--- src/rtl/uart_cmd_parser.sv ---
// UART command-frame parser: assembles SOF/CMD/ARG/CHK frames, drives the LED register, reports errors.
// Optional acknowledge-byte generation is built when UART_CMD_ACK_EN is defined.
module uart_cmd_parser #(
    parameter logic [7:0]  SOF_BYTE    = 8'h55,
    parameter int unsigned TIMEOUT_CYC = 500_000
) (
    input  logic       clk_50m,
    input  logic       reset_n,
    input  logic [7:0] uart_rx_data,
    input  logic       uart_rx_done,
    output logic [5:0] led,
    output logic       cmd_valid,
    output logic [7:0] cmd_code,
    output logic [7:0] cmd_arg,
    output logic       frame_err,
    output logic [1:0] err_code,
    output logic [7:0] err_cnt,
    output logic [7:0] ack_data,
    output logic       ack_enable
);

    localparam int unsigned      TMO_W    = (TIMEOUT_CYC > 2) ? $clog2(TIMEOUT_CYC) : 1;
    localparam logic [TMO_W-1:0] TMO_LAST = TMO_W'(TIMEOUT_CYC - 1);

    typedef enum logic [2:0] {
        S_IDLE,
        S_GET_CMD,
        S_GET_ARG,
        S_GET_CHK,
        S_EXEC
    } state_t;

    state_t           r_state, w_state_nxt;
    logic             r_rx_done_d1;
    logic [TMO_W-1:0] r_tmo_cnt, w_tmo_nxt;
    logic [7:0]       r_cmd, w_cmd_nxt;
    logic [7:0]       r_arg, w_arg_nxt;
    logic             r_pend, w_pend_nxt;
    logic [7:0]       r_pend_byte, w_pend_byte_nxt;
    logic [5:0]       r_led, w_led_nxt;
    logic             r_cmd_valid, w_cmd_valid_nxt;
    logic [7:0]       r_cmd_code, w_cmd_code_nxt;
    logic [7:0]       r_cmd_arg, w_cmd_arg_nxt;
    logic             r_frame_err, w_frame_err_nxt;
    logic [1:0]       r_err_code, w_err_code_nxt;
    logic [7:0]       r_err_cnt, w_err_cnt_nxt;

    logic             w_byte_stb;
    logic             w_idle_stb;
    logic [7:0]       w_idle_byte;
    logic [7:0]       w_sum;
    logic             w_tmo_hit;

    assign w_byte_stb  = uart_rx_done & ~r_rx_done_d1;
    // A byte caught during EXEC is replayed into IDLE on the next cycle.
    assign w_idle_stb  = w_byte_stb | r_pend;
    assign w_idle_byte = r_pend ? r_pend_byte : uart_rx_data;
    assign w_sum       = r_cmd + r_arg;
    assign w_tmo_hit   = (r_tmo_cnt == TMO_LAST);

    // Next-state and next-output logic
    always_comb begin
        w_state_nxt     = r_state;
        w_tmo_nxt       = r_tmo_cnt + TMO_W'(1);
        w_cmd_nxt       = r_cmd;
        w_arg_nxt       = r_arg;
        w_pend_nxt      = 1'b0;
        w_pend_byte_nxt = r_pend_byte;
        w_led_nxt       = r_led;
        w_cmd_valid_nxt = 1'b0;
        w_cmd_code_nxt  = r_cmd_code;
        w_cmd_arg_nxt   = r_cmd_arg;
        w_frame_err_nxt = 1'b0;
        w_err_code_nxt  = r_err_code;

        if (w_byte_stb) begin
            w_tmo_nxt = '0;
        end

        case (r_state)
            S_IDLE: begin
                w_tmo_nxt = '0;
                if (w_idle_stb && (w_idle_byte == SOF_BYTE)) begin
                    w_state_nxt = S_GET_CMD;
                end
            end
            S_GET_CMD: begin
                if (w_byte_stb) begin
                    w_cmd_nxt   = uart_rx_data;
                    w_state_nxt = S_GET_ARG;
                end else if (w_tmo_hit) begin
                    w_frame_err_nxt = 1'b1;
                    w_err_code_nxt  = 2'b11;
                    w_state_nxt     = S_IDLE;
                end
            end
            S_GET_ARG: begin
                if (w_byte_stb) begin
                    w_arg_nxt   = uart_rx_data;
                    w_state_nxt = S_GET_CHK;
                end else if (w_tmo_hit) begin
                    w_frame_err_nxt = 1'b1;
                    w_err_code_nxt  = 2'b11;
                    w_state_nxt     = S_IDLE;
                end
            end
            S_GET_CHK: begin
                if (w_byte_stb) begin
                    if (uart_rx_data == w_sum) begin
                        w_state_nxt = S_EXEC;
                    end else begin
                        w_frame_err_nxt = 1'b1;
                        w_err_code_nxt  = 2'b01;
                        w_state_nxt     = S_IDLE;
                    end
                end else if (w_tmo_hit) begin
                    w_frame_err_nxt = 1'b1;
                    w_err_code_nxt  = 2'b11;
                    w_state_nxt     = S_IDLE;
                end
            end
            S_EXEC: begin
                w_state_nxt = S_IDLE;
                if (w_byte_stb) begin
                    w_pend_nxt      = 1'b1;
                    w_pend_byte_nxt = uart_rx_data;
                end
                w_cmd_valid_nxt = 1'b1;
                w_cmd_code_nxt  = r_cmd;
                w_cmd_arg_nxt   = r_arg;
                case (r_cmd)
                    8'h01:   w_led_nxt = r_arg[5:0];
                    8'h02:   w_led_nxt = r_led ^ r_arg[5:0];
                    8'h03:   w_led_nxt = 6'b0;
                    default: begin
                        w_cmd_valid_nxt = 1'b0;
                        w_cmd_code_nxt  = r_cmd_code;
                        w_cmd_arg_nxt   = r_cmd_arg;
                        w_frame_err_nxt = 1'b1;
                        w_err_code_nxt  = 2'b10;
                    end
                endcase
            end
            default: begin
                w_state_nxt = S_IDLE;
            end
        endcase

        w_err_cnt_nxt = r_err_cnt;
        if (w_frame_err_nxt && (r_err_cnt != 8'hFF)) begin
            w_err_cnt_nxt = r_err_cnt + 8'd1;
        end
    end

    // State and output registers
    always_ff @(posedge clk_50m or negedge reset_n) begin
        if (!reset_n) begin
            r_state      <= S_IDLE;
            r_rx_done_d1 <= 1'b0;
            r_tmo_cnt    <= '0;
            r_cmd        <= 8'h00;
            r_arg        <= 8'h00;
            r_pend       <= 1'b0;
            r_pend_byte  <= 8'h00;
            r_led        <= 6'h00;
            r_cmd_valid  <= 1'b0;
            r_cmd_code   <= 8'h00;
            r_cmd_arg    <= 8'h00;
            r_frame_err  <= 1'b0;
            r_err_code   <= 2'b00;
            r_err_cnt    <= 8'h00;
        end else begin
            r_state      <= w_state_nxt;
            r_rx_done_d1 <= uart_rx_done;
            r_tmo_cnt    <= w_tmo_nxt;
            r_cmd        <= w_cmd_nxt;
            r_arg        <= w_arg_nxt;
            r_pend       <= w_pend_nxt;
            r_pend_byte  <= w_pend_byte_nxt;
            r_led        <= w_led_nxt;
            r_cmd_valid  <= w_cmd_valid_nxt;
            r_cmd_code   <= w_cmd_code_nxt;
            r_cmd_arg    <= w_cmd_arg_nxt;
            r_frame_err  <= w_frame_err_nxt;
            r_err_code   <= w_err_code_nxt;
            r_err_cnt    <= w_err_cnt_nxt;
        end
    end

    assign led       = r_led;
    assign cmd_valid = r_cmd_valid;
    assign cmd_code  = r_cmd_code;
    assign cmd_arg   = r_cmd_arg;
    assign frame_err = r_frame_err;
    assign err_code  = r_err_code;
    assign err_cnt   = r_err_cnt;

`ifdef UART_CMD_ACK_EN
    logic       r_ack_en;
    logic [7:0] r_ack_data;

    // Acknowledge follows each command or error strobe by one cycle.
    always_ff @(posedge clk_50m or negedge reset_n) begin
        if (!reset_n) begin
            r_ack_en   <= 1'b0;
            r_ack_data <= 8'h00;
        end else begin
            r_ack_en <= r_cmd_valid | r_frame_err;
            if (r_frame_err) begin
                r_ack_data <= 8'hE0 | {6'b0, r_err_code};
            end else if (r_cmd_valid) begin
                r_ack_data <= r_cmd_code | 8'h80;
            end
        end
    end

    assign ack_data   = r_ack_data;
    assign ack_enable = r_ack_en;
`else
    assign ack_data   = 8'h00;
    assign ack_enable = 1'b0;
`endif

endmodule

--- config.mk ---
export PLATFORM = sky130hd
export DESIGN_NAME = uart_cmd_parser
export DESIGN_NICKNAME = d
export VERILOG_FILES = /design/src/rtl/uart_cmd_parser.sv
export SDC_FILE = /design/constraint.sdc
export NUM_CORES = 1
export LEC_CHECK = 0
export CAP_MARGIN = 20
export CORE_MARGIN = 4
export CORE_UTILIZATION = 35
export DETAILED_ROUTE_END_ITERATION = 10
export PLACE_DENSITY = 0.62
export REMOVE_ABC_BUFFERS = 1
export SLEW_MARGIN = 10
export SYNTH_ARGS = -nofsm -noshare
export SYNTH_HDL_FRONTEND = slang
export SYNTH_SLANG_ARGS = --single-unit
--- constraint.sdc ---
create_clock -name clk_50m -period 3.35 [get_ports clk_50m]
set_input_delay 0.335 -clock clk_50m [delete_from_list [all_inputs] [get_ports clk_50m]]
set_output_delay 0.335 -clock clk_50m [all_outputs]
set_load 0.02 [all_outputs]
==> flow_summary.yaml, run 1 <==
synthesis:
  ys.flop_type: "dfrtp_1"
  synth-seq-cells: 82
  async_flop_share_pct: 100
  synth_area_leaders: "dfrtp_1 (51%), nand2_1 (6.2%), mux2_2 (4.5%)"
  yosys_warnings: 0
  synth_cell_types: 56
  synth_edf_count: 0
  synthCells: 395
  synth_most_common_cell: "dfrtp_1"
  synth_top_area_share_pct: 51.2
  syn_area_per_cell_um2: 10.1
  synth_common_cells: "dfrtp_1 (82), nand2_1 (66), nor2_1 (41)"
  synth.largest_area_cell: "dfrtp_1"
  ys_seq_area_share_pct: 51.2
  syn_area_um2: 4010
timing:
  setup-tns-final_ps: 0
  finalSetupViolCount: 0
  slew_violations: 0
  finalHoldViolations: 0
  rsz0062_at_grt: "false"
  fin_crit_sh_pct: 87.1
  skew_ps: 5.34
  tightest_slew_ps: 516
  period_minus_slack_ps: 2920
  max_freq_ghz: 0.343
  relSlewSlack_pct: 65.5
pwr:
  clock_power_share_pct: 30.3
  p_int_mw: 2.34
  net-switching-power_mw: 1.12
  p_leak_nw: 2.27
  comb_power_share_pct: 30.8
  vdd_drop_max_uv: 426
  swShare_pct: 32.4
  seqPwrFrac_pct: 38.8
  powerDensity_nw_per_um2: 700
clocking:
  clk_pin_slew_ps: 60
  clkSinkCount: 82
  hold_buffers: 0
  cts.path.max_buffers: 2
  cts_buffers: 9
  cts_resized: 0
  cts_htree_levels: 3
  cts-root-buf: "clkbuf_16"
  cts_tree: "done"
  clock_latency_ps: 340
  cts_setup_buffers: 0
detailed_routing:
  drt_first_pass_iters: 4
  ant_nets: 0
  vias_per_cell: 5.00
  drcViolationCount: 0
  routedWlPerCell_um: 14.4
  vias: 2955
  drtIter0Drc: 182
  wl_um: 8530
die:
  dieWidth_um: 115
  dieArea_um2: 13200
  num_rows: 38
  ios: 54
  start_util_pct: 36.3
  coreArea_um2: 11000
  die_h_um: 115
flow_run:
  maxCapViolCount: 0
worst_setup_path:
  cp.required_ps: 3570
  cp.arrival_ps: 3140
  path_class: "reg -> reg"
  worstPathMaxFanout: 5
  critPathLaunchType: "register"
  cp-end-kind: "register"
placement:
  hpwl_um: 5900
  place_area_um2: 4580
  portBuffers: 44
  globalplace.congestion: 0.825
layout:
  fin_area_um2: 4930
  antenna_cells: 0
  area_growth_pct: 23.2
  final_layout_size_suffix_gt1_share_pct: 10.6
  seq_area_um2: 2050
  multiInputGateArea_um2: 1850
  utilization_pct: 44.7
  fill_cells: 1079
  final_net_count: 467
global_route:
  grt_pass1_wl_um: 14100
  antenna_found_initial: 0
  grt_max_degree: 83
  grt.total_usage_pct: 13.5
  gr-total-overflow: 0
  grt_pass1_vias: 2837
status:
  outcome: "finished clean"
hold_path:
  hp-class: "in -> async"
## critical path: stages (launching register included)
cell and delay (ps):
dfrtp_1 420, ha_1 240, fa_1 450, xor2_1 170, or4_1 490, nor3_1 250, a41o_1 290, o21ai_2 110
nand2_2 90, mux2_4 300
## layer usage
metal  GRT usage [%]  vias up  wire [um]
met4            5.16        0        145
met2            20.8       54       3930
li1                -     1444          -
met3            4.47       17        437
met1            17.7     1440       4020
met5               0        -          0
## power groups by stage
stage	clock network, mW	logic (mW)	registers (mW)
after floorplan	0	0.772	1.33
after global placement	0	1.03	1.35
after detailed placement	0	1.06	1.35
after CTS	1.08	1.06	1.34
after global routing	1.12	1.19	1.37
final	1.05	1.06	1.34
## cell usage in the layout (no fill, tap or decap), drive strengths merged, types with 4 or more instances in the layout
| cell type | synthesis | layout |
|---|---|---|
| a21oi | 18 | 18 |
| a22oi | 6 | 6 |
| and2 | 7 | 7 |
| and3 | 8 | 8 |
| buf | 12 | 9 |
| clkbuf | 9 | 14 |
| clkdlybuf4s50 | 0 | 43 |
| conb | 1 | 9 |
| dfrtp | 82 | 82 |
| ha | 9 | 9 |
| inv | 4 | 4 |
| mux2 | 17 | 17 |
| nand2 | 67 | 67 |
| nand3 | 14 | 14 |
| nand4 | 5 | 5 |
| nor2 | 41 | 41 |
| nor3 | 4 | 4 |
| o21ai | 12 | 12 |
| xnor2 | 16 | 16 |
| xor2 | 20 | 20 |
## worst paths after layout
path,start,to,cells past startpoint,slack [ps]
max,r_arg[0],err_cnt[1],9,430
min,reset_n,cmd_arg[3],2,470
max reg2reg,r_arg[0],err_cnt[1],9,430
min reg2reg,r_pend_byte[4],r_pend_byte[4],2,470
max in group asynchronous,reset_n,r_arg[6],3,2290
min in group clk_50m,r_pend_byte[4],r_pend_byte[4],2,470
## registers in the layout (all words and copies together), names as in the netlist, 2 cells and up
name         flops
cmd_arg          8
cmd_code         8
err_cnt          8
err_code         2
led              6
r_arg            8
r_cmd            8
r_pend_byte      8
r_state          3
r_tmo_cnt       19
## stage by stage
step / setup WS (ps) / power [mW] / hold WS [ps] / cells
after CTS: 430 / 3.48 / 229 / 589
after global routing: 237 / 3.68 / 493 / 591
final: 432 / 3.45 / 469 / 591
after detailed placement: 430 / 2.41 / 458 / 573
after floorplan: 511 / 2.11 / 39.4 / 382
after global placement: 476 / 2.38 / 454 / 573
## cell families after synthesis
kind of cell | after synthesis | synth area share (%)
XOR/XNOR | 36 | 7.87
other | 1 | 0.0936
flip-flops | 82 | 51.2
AO/OA/AOI/OAI | 54 | 8.68
adder cells (fa/ha/maj) | 10 | 3.31
buffers and inverters | 26 | 3.53
AND/OR/NAND/NOR | 169 | 20.4
multiplexers | 17 | 4.87
## layout make-up
| class | instances | share of cell area (%) |
|---|---|---|
| multi-input combinational | 295 | 37.4 |
| sequential | 82 | 41.6 |
| clock inverter | 2 | 1.22 |
| inverter | 5 | 0.380 |
| tap | 140 | 3.55 |
| clock buffer | 14 | 5.15 |
| timing repair buffer | 53 | 10.7 |
Note: power is estimated with default switching activity, not from simulation.
==> run 2, diff against run 1 <==
- TNS_END_PERCENT: not set -> 50
==> results of run 2 <==
No change in the layout: final DEF, timing and power equal those of run 1.
